`src/rtl/pipelined_fmul.sv`:
```
// IEEE-754 single-precision multiplier, s = a * b. Two enabled register stages
// (partial products, full product); normalize/round/pack is combinational on s.
module pipelined_fmul (
    input  logic        clk,
    input  logic        clrn,
    input  logic [31:0] a,
    input  logic [31:0] b,
    input  logic [1:0]  rm,
    input  logic        e,
    output logic [31:0] s
);

    // ---------------- stage 1: unpack, specials, partial products ----------------
    logic [7:0]         w_ea;
    logic [7:0]         w_eb;
    logic [22:0]        w_fa;
    logic [22:0]        w_fb;
    logic [7:0]         w_ea_eff;
    logic [7:0]         w_eb_eff;
    logic [23:0]        w_ma;
    logic [23:0]        w_mb;
    logic               w_a_inf;
    logic               w_a_nan;
    logic               w_a_zero;
    logic               w_b_inf;
    logic               w_b_nan;
    logic               w_b_zero;
    logic               w_nan;
    logic               w_inf;
    logic               w_zero;
    logic               w_sign;
    logic signed [10:0] w_exp_sum;
    logic [35:0]        w_pp_lo;
    logic [35:0]        w_pp_hi;

    assign w_ea     = a[30:23];
    assign w_eb     = b[30:23];
    assign w_fa     = a[22:0];
    assign w_fb     = b[22:0];
    assign w_ea_eff = (w_ea == 8'd0) ? 8'd1 : w_ea;
    assign w_eb_eff = (w_eb == 8'd0) ? 8'd1 : w_eb;
    assign w_ma     = {|w_ea, w_fa};
    assign w_mb     = {|w_eb, w_fb};

    assign w_a_inf  = (&w_ea) & ~(|w_fa);
    assign w_a_nan  = (&w_ea) &  (|w_fa);
    assign w_a_zero = ~(|w_ea) & ~(|w_fa);
    assign w_b_inf  = (&w_eb) & ~(|w_fb);
    assign w_b_nan  = (&w_eb) &  (|w_fb);
    assign w_b_zero = ~(|w_eb) & ~(|w_fb);

    // inf * 0 is folded into the NaN flag so later stages see a clean priority.
    assign w_nan  = w_a_nan | w_b_nan | (w_a_inf & w_b_zero) | (w_b_inf & w_a_zero);
    assign w_inf  = w_a_inf | w_b_inf;
    assign w_zero = w_a_zero | w_b_zero;
    assign w_sign = a[31] ^ b[31];

    assign w_exp_sum = $signed({3'd0, w_ea_eff}) + $signed({3'd0, w_eb_eff}) - 11'sd127;

    assign w_pp_lo = {12'd0, w_ma} * {24'd0, w_mb[11:0]};
    assign w_pp_hi = {12'd0, w_ma} * {24'd0, w_mb[23:12]};

    logic               r_s1_sign;
    logic signed [10:0] r_s1_exp;
    logic [1:0]         r_s1_rm;
    logic               r_s1_nan;
    logic               r_s1_inf;
    logic               r_s1_zero;
    logic [35:0]        r_s1_pp_lo;
    logic [35:0]        r_s1_pp_hi;

    always_ff @(posedge clk) begin
        if (clrn) begin
            r_s1_sign  <= 1'b0;
            r_s1_exp   <= '0;
            r_s1_rm    <= 2'd0;
            r_s1_nan   <= 1'b0;
            r_s1_inf   <= 1'b0;
            r_s1_zero  <= 1'b0;
            r_s1_pp_lo <= '0;
            r_s1_pp_hi <= '0;
        end else if (e) begin
            r_s1_sign  <= w_sign;
            r_s1_exp   <= w_exp_sum;
            r_s1_rm    <= rm;
            r_s1_nan   <= w_nan;
            r_s1_inf   <= w_inf;
            r_s1_zero  <= w_zero;
            r_s1_pp_lo <= w_pp_lo;
            r_s1_pp_hi <= w_pp_hi;
        end
    end

    // ---------------- stage 2: finish the 48-bit significand product ----------------
    logic [47:0] w_prod;
    assign w_prod = {12'd0, r_s1_pp_lo} + {r_s1_pp_hi, 12'd0};

    logic               r_s2_sign;
    logic signed [10:0] r_s2_exp;
    logic [1:0]         r_s2_rm;
    logic               r_s2_nan;
    logic               r_s2_inf;
    logic               r_s2_zero;
    logic [47:0]        r_s2_prod;

    always_ff @(posedge clk) begin
        if (clrn) begin
            r_s2_sign <= 1'b0;
            r_s2_exp  <= '0;
            r_s2_rm   <= 2'd0;
            r_s2_nan  <= 1'b0;
            r_s2_inf  <= 1'b0;
            r_s2_zero <= 1'b0;
            r_s2_prod <= '0;
        end else if (e) begin
            r_s2_sign <= r_s1_sign;
            r_s2_exp  <= r_s1_exp;
            r_s2_rm   <= r_s1_rm;
            r_s2_nan  <= r_s1_nan;
            r_s2_inf  <= r_s1_inf;
            r_s2_zero <= r_s1_zero;
            r_s2_prod <= w_prod;
        end
    end

    // ---------------- stage 3: normalize, denormalize, round, pack ----------------
    logic [5:0]         w_lz;
    logic [47:0]        w_norm;
    logic signed [11:0] w_exp_n;
    logic [5:0]         w_rsh;
    logic [9:0]         w_exp_f;
    logic [97:0]        w_wide;
    logic [23:0]        w_mant;
    logic               w_guard;
    logic               w_sticky;
    logic               w_inc;
    logic [32:0]        w_rounded;
    logic               w_ovf;
    logic               w_to_inf;

    always_comb begin
        w_lz = 6'd47;
        for (int i = 0; i < 48; i++) begin
            if (r_s2_prod[i]) w_lz = 6'(47 - i);
        end
    end

    // After the shift the leading one sits at bit 47, i.e. the value is 1.x * 2^(w_exp_n-127).
    assign w_norm  = r_s2_prod << w_lz;
    assign w_exp_n = $signed({r_s2_exp[10], r_s2_exp}) + 12'sd1 - $signed({6'd0, w_lz});

    // w_exp_f is the packed exponent minus the hidden bit, so adding the 24-bit
    // mantissa (hidden bit included) yields the final field, and a rounding carry
    // naturally bumps the exponent, including subnormal -> smallest normal.
    always_comb begin
        w_rsh   = 6'd0;
        w_exp_f = 10'd0;
        if (w_exp_n < 12'sd1) begin
            if (w_exp_n < -12'sd48) w_rsh = 6'd50;
            else                    w_rsh = 6'(12'sd1 - w_exp_n);
        end else begin
            w_exp_f = 10'(w_exp_n - 12'sd1);
        end
    end

    assign w_wide   = {w_norm, 50'd0} >> w_rsh;
    assign w_mant   = w_wide[97:74];
    assign w_guard  = w_wide[73];
    assign w_sticky = |w_wide[72:0];

    always_comb begin
        w_inc = 1'b0;
        case (r_s2_rm)
            2'b00:   w_inc = w_guard & (w_sticky | w_mant[0]);
            2'b01:   w_inc = (w_guard | w_sticky) & r_s2_sign;
            2'b10:   w_inc = (w_guard | w_sticky) & ~r_s2_sign;
            default: w_inc = 1'b0;
        endcase
    end

    assign w_rounded = {w_exp_f, 23'd0} + {9'd0, w_mant} + {32'd0, w_inc};
    assign w_ovf     = (w_rounded[32:23] >= 10'd255);
    assign w_to_inf  = (r_s2_rm == 2'b00) | ((r_s2_rm == 2'b01) & r_s2_sign)
                     | ((r_s2_rm == 2'b10) & ~r_s2_sign);

    always_comb begin
        s = {r_s2_sign, w_rounded[30:0]};
        if (r_s2_nan) begin
            s = 32'h7FC00000;
        end else if (r_s2_inf) begin
            s = {r_s2_sign, 8'hFF, 23'd0};
        end else if (r_s2_zero || (r_s2_prod == 48'd0)) begin
            s = {r_s2_sign, 31'd0};
        end else if (w_ovf) begin
            s = w_to_inf ? {r_s2_sign, 8'hFF, 23'd0} : {r_s2_sign, 8'hFE, 23'h7FFFFF};
        end
    end

endmodule

```
`config.mk`:
```
export PLATFORM = sky130hd
export DESIGN_NAME = pipelined_fmul
export DESIGN_NICKNAME = d
export VERILOG_FILES = /design/src/rtl/pipelined_fmul.sv
export SDC_FILE = /design/constraint.sdc
export NUM_CORES = 2
export LEC_CHECK = 0
export ABC_AREA = 0
export CORE_UTILIZATION = 40
export CTS_CLUSTER_DIAMETER = 200
export DETAILED_ROUTE_END_ITERATION = 7
export GPL_ROUTABILITY_DRIVEN = 0
export SYNTH_ARGS = -nofsm -noshare
export SYNTH_HDL_FRONTEND = slang
export SYNTH_SLANG_ARGS = --single-unit
```
`constraint.sdc`:
```
create_clock -name clk -period 17.1 [get_ports clk]
set_input_delay 3.42 -clock clk [delete_from_list [all_inputs] [get_ports clk]]
set_output_delay 3.42 -clock clk [all_outputs]
set_load 0.1 [all_outputs]
```
[Word level (Yosys, flattened, before mapping)]
Index checks and enable logic that the tools add are counted.
Word-level totals
  register bits: 154
  memory bits (read-only): 0
  output and inout port bits: 32
  memories kept: 0
  bits in latches: 0
  input port bits: 69
  memory bits (writable): 0
  word-level logic and storage cells: 131
Operators by class
  magnitude comparators: 3
  add/sub/neg operators: 9
  bitwise gates (word level): 28
  multipliers: 2
  equality and inequality tests: 2
  shifts and indexed selects: 2
  multiplexer cells: 58
  reduce and logical (&&, ||, !) cells: 12
  divide/modulo/power cells: 0
Operator list (number)
  two-way mux 6 bit: 48
  right shift 98 x 6 -> 98 bit: 1
  two-way mux 31 bit: 3
  OR reduction 73 bit: 1
  multiplier 24 x 12 -> 36 bit: 2
  adder 36 x 48 -> 48 bit: 1
  logical NOT 48 bit: 1
  left shift 48 x 6 -> 48 bit: 1
  OR reduction 23 bit: 2
  adder 33 x 1 -> 33 bit: 1
  adder 33 x 24 -> 33 bit: 1
  two-way mux 32 bit: 1
  two-way mux 24 bit: 1
  logical NOT 8 bit: 2
  two-way mux 8 bit: 2
  AND reduction 8 bit: 2
  OR reduction 8 bit: 2
  AND 1 bit: 13
  adder 11 x 2 -> 12 bit, second input constant: 1
  less-than comparator 12 x 2 -> 1 bit, second input constant: 1
  less-than comparator 12 x 7 -> 1 bit, second input constant: 1
  subtractor 12 x 7 -> 12 bit: 1
  greater-or-equal comparator 10 x 8 -> 1 bit, second input constant: 1
  two-way mux 10 bit: 1
  13 further kinds: 25

[Logic depth before layout (Yosys ltp)]
  depth after elaboration: 62
  depth in mapped cells: 51
  gate-level depth less buffers: 41

[Worst setup path after synthesis]
OpenSTA, ideal clock, no wires.
  path kind: reg2out
  start point: register r_s2_prod[23]
  end point: output s[28]
  path buffers: 6
  arrival: 11.967 ns
  setup slack: 1.713 ns
  cell stages (with the launch flop): 43
  required time: 13.680 ns
  cell sequence: dfxtp_1 clkbuf_1 nor4_1 nand3_1 o21ai_1 a21oi_2 inv_2 clkbuf_1 buf_1 clkbuf_1 clkbuf_1 ha_1 ha_1 and3_1 a221oi_2 xnor2_1 or4_1 o41ai_1 [... 7 more ...] o211ai_1 o32ai_1 or2_1 or3_1 or3b_1 or3b_2 nor4b_1 o2111ai_1 o21a_1 ha_1 ha_1 nand2_1 nor4_1 and4_1 o311a_1 mux2i_2 nor2_1 o21ai_0
On the way
  cells in the longest elaborated chain, start to end: 40
  elaborated cells between the ends (all ways): 51
  those cells by class: 5 x add/sub; 3 x order compare; 2 x shift; 33 x mux; 5 x bitwise; 3 x reduce/logical
RTL lines
  from (decl): line 104  | logic [47:0] r_s2_prod;
  from (signal assigned): line 122  | r_s2_prod <= w_prod;
  branches (longest 37 deep; another with two-way mux 6 bit)
  two-way mux 31 bit (*): line 192  | end else if (r_s2_zero || (r_s2_prod == 48'd0)) begin
  two-way mux 31 bit (*): line 190  | end else if (r_s2_inf) begin
  two-way mux 32 bit (*): line 188  | if (r_s2_nan) begin
  to (decl): line 10  | output logic [31:0] s
Every way passes the cells marked *.

[Final worst setup path]
  start point: register r_s2_prod[26]
  end point: output s[11]
On the way
  cells in the longest elaborated chain, start to end: 37
  elaborated cells between the ends (all ways): 48
  those cells by class: 5 x add/sub; 3 x order compare; 2 x shift; 30 x mux; 5 x bitwise; 3 x reduce/logical
RTL lines (line)
  branches (longest 34 deep; another with two-way mux 6 bit)
  two-way mux 31 bit (*): 192
  two-way mux 31 bit (*): 190
  two-way mux 32 bit (*): 188
Marks and branches as above.

==> impl_metrics.csv <==
group,metric,value,unit
finish,drive_above_1_share,5.37,%
hold_path,hold_depth,2,
critical_path,worstSetupPathType,"reg -> out",
floorplanning,io_pins,101,
floorplanning,start_util,40.3,%
logic_synthesis,synth_top_area_share,26.8,%
timing,setup_viol,0,
timing,fmax,61.9,MHz
hold_path,hp-start,"r_s1_pp_lo[10]",
critical_path,end_kind,"output port",
flow_run,drv_cap,0,
detailed_routing,drc,0,
clock_tree,cts.sinks,152,
detailed_routing,drt_iter0_drc,2782,
finish,fillerInstances,8518,
global_route,grt_pass1_wl,160000,um
detailed_routing,via_per_inst,5.77,
finish,fin_nets,4903,
critical_path,path_common_cell,"ha_1",
timing,period_share,94.5,%
critical_path,cp_max_fo,31,
logic_synthesis,syn_inst,4257,
timing,slew_headroom,20.1,%
clock_tree,root_buffer,"clkbuf_16",
detailed_routing,wl_per_cell,18.6,um
finish,area_growth,7.89,%
critical_path,cpMaxStageDelayCell,"a2111oi_0",
logic_synthesis,ys_async_sr_fraction,0,%
clock_tree,tritoncts,"built",
critical_path,crit_buf_inv,4,
status,status,"finished, final reports clean",
timing,layout_setup_ws,0.939,ns
logic_synthesis,netlist_area,33100,um2
global_route,grt_max_degree,80,
logic_synthesis,yosys.area.top_type,"fa_1",
timing,slew_violations,0,
timing,finalCriticalPeriod,16.16,ns
floorplanning,die_h,290,um
logic_synthesis,synth-seq-area-share,9.20,%
critical_path,reg2reg_slack,11.83,ns
logic_synthesis,synthTopCellsByArea,"fa_1, dfxtp_1, ha_1, nand2_1, inv_1",
logic_synthesis,syn_area_per_cell,7.77,um2
detailed_routing,drt-pass1-iter-count,8,
timing,hold_violations,0,
floorplanning,fp.dieArea,83800,um2
critical_path,rr_worst_depth,24,
clock_tree,clock_latency,0.44,ns
critical_path,r2r_end,"r_s2_prod[44]",
clock_tree,cts_setup_buffers,0,
logic_synthesis,synth_fp_nets,4981,
clock_tree,postCtsHoldBufs,0,
critical_path,cp.required,13.68,ns
logic_synthesis,synth_ff_type,"dfxtp_1",
critical_path,crit_family,"compound AO/OA/AOI/OAI gates",
floorplanning,rows,105,
global_route,antenna_found_initial,0,
critical_path,cp_slowest_stage_delay,1.02,ns
critical_path,worst_ep_arrival_time,12.74,ns
clock_tree,htreeDepth,4,
logic_synthesis,ys_ff_latch,152,
finish,seqCellArea,3040,um2
timing,worst_pin_slew,1.17,ns
timing,skew,0.00863,ns
detailed_routing,num_vias,30353,
detailed_routing,postRouteAntennaNets,0,
clock_tree,cts_buffer_depth,2,
hold_path,hp-class,"reg -> reg",
global_route,grt_usage,23.5,%
logic_synthesis,synth_edf_count,0,
finish,final_common_cell,"nand2_1",
floorplanning,fp.dieW,290,um
place,dp_hpwl,74600,um
clock_tree,clk_pin_slew,0.06,ns
finish,mostFrequentLayoutCells,"nand2_1, inv_1, fa_1, nor2_1, a21oi_1",
global_route,overflow,0,
global_route,grt_pass1_vias,29932,
timing,rsz0062_at_grt,"no",
detailed_routing,drt_wl_total,97700,um
finish,multi_input_area,27000,um2
finish,diodes,0,
critical_path,start_kind,"flip-flop",
clock_tree,cts_buffers,17,
place,pre_cts_ws,1.41,ns
critical_path,reg2reg_from,"r_s1_pp_lo[12]",
place,port_buffers,100,
logic_synthesis,ys_types,110,
floorplanning,core_area,82000,um2
timing,fin_setup_tns,0,ns
hold_path,holdPathEnd,"r_s1_pp_lo[10]",
logic_synthesis,synth-warning-count,0,
[per-layer routing]
layer	vias to the layer above	GRT usage, %	part of all wire, %
li1	14118	-	-
met1	14783	32.5	45
met2	1209	37.9	45
met3	243	2.65	6.3
met4	0	8.49	3.6
met5	-	0	0
[cell families (layout without fill, tap and decap cells)]
group	Yosys count	in the layout	synth area share, %
AOI/OAI and AO/OA	799	799	16.5
xor gates and xnor gates	118	118	3.13
adders and majority gates	655	655	34.8
buffers and inverters	771	706	9.15
DFF	152	152	9.20
muxes	137	137	4.24
and+or+nand+nor	1625	1625	23.0
[what timing repair did]
| action | CTS | global route |
|---|---|---|
| resized for setup | 0 | 1 |
| hold endpoints to repair | 0 | 0 |
| endpoints found under the setup margin | 0 | 20 |
[area by class of cell]
class	instances	share of cell area (%)
clock buffer	18	1.23
clock inverter	14	0.456
inverter	498	5.24
multi-input combinational	3334	75.8
sequential	152	8.53
tap	1070	3.75
timing repair buffer	176	5.03
[worst reg2reg max path: stages (launching register included)]
cell      delay (ns)
dfxtp_1         0.34
ha_1            0.18
inv_1           0.05
fa_1            0.37
nor2b_1         0.16
o21ai_0         0.11
a21boi_0        0.26
o21ai_0         0.14
a21boi_0        0.25
o21ai_0         0.15
a21boi_0        0.25
o21ai_0         0.14
a21boi_0        0.25
o21ai_0         0.15
a21boi_0        0.26
o21ai_0         0.15
a21boi_0        0.36
or2_2           0.20
nand3b_1        0.10
a31oi_1         0.26
a31oi_1         0.17
nor2_1          0.32
nand4_1         0.16
xor2_1          0.17
a211oi_1        0.23
[state kept, by name (all words and copies together) (netlist names)]
signal      flops
r_s2_inf        1
r_s2_rm         2
r_s2_sign       1
r_s1_pp_hi     36
r_s1_inf        1
r_s2_prod      48
r_s2_nan        1
r_s2_exp       10
r_s1_exp       10
r_s1_sign       1
r_s1_rm         2
r_s1_pp_lo     36
r_s2_zero       1
r_s1_zero       1
r_s1_nan        1
[cells in the mapped netlist, types with 35 or more instances]
cell type / n
ha_1: 212
nand2_1: 622
dfxtp_1: 152
nor3_1: 84
nor2_1: 354
a211oi_1: 52
xor2_1: 40
mux2i_1: 126
xnor2_1: 78
fa_1: 443
and2_1: 196
o21ai_0: 134
nand3_1: 140
nor4_1: 46
a21oi_1: 215
inv_1: 494
a31oi_1: 35
clkbuf_1: 206
[worst max-delay path by stage]
stage                     endpoint  cells past startpoint  slack (ns)     startpoint
after floorplan              s[28]                     42        1.71  r_s2_prod[23]
after global placement       s[12]                     40        1.68  r_s2_prod[26]
after detailed placement     s[11]                     40        1.41  r_s2_prod[26]
after CTS                    s[11]                     40        0.92  r_s2_prod[26]
after global routing         s[11]                     40        0.17  r_s2_prod[47]
final                        s[11]                     40        0.94  r_s2_prod[26]
[through the flow]
stage / util [%] / hold slack, ns / area (um2) / instances
3_3_place_gp: 42.8 / 0.451 / 35100 / 5230
3_5_place_dp: 42.8 / 0.455 / 35100 / 5230
5_1_grt: 43.5 / 0.491 / 35700 / 5262
2_1_floorplan: - / 0.441 / 33100 / 4257
6_report: 43.5 / 0.467 / 35700 / 5262
4_1_cts: 43.5 / 0.465 / 35700 / 5262
Power is not shown: default switching activity piles up to over one toggle a cycle in this logic, so the estimate is an artifact.
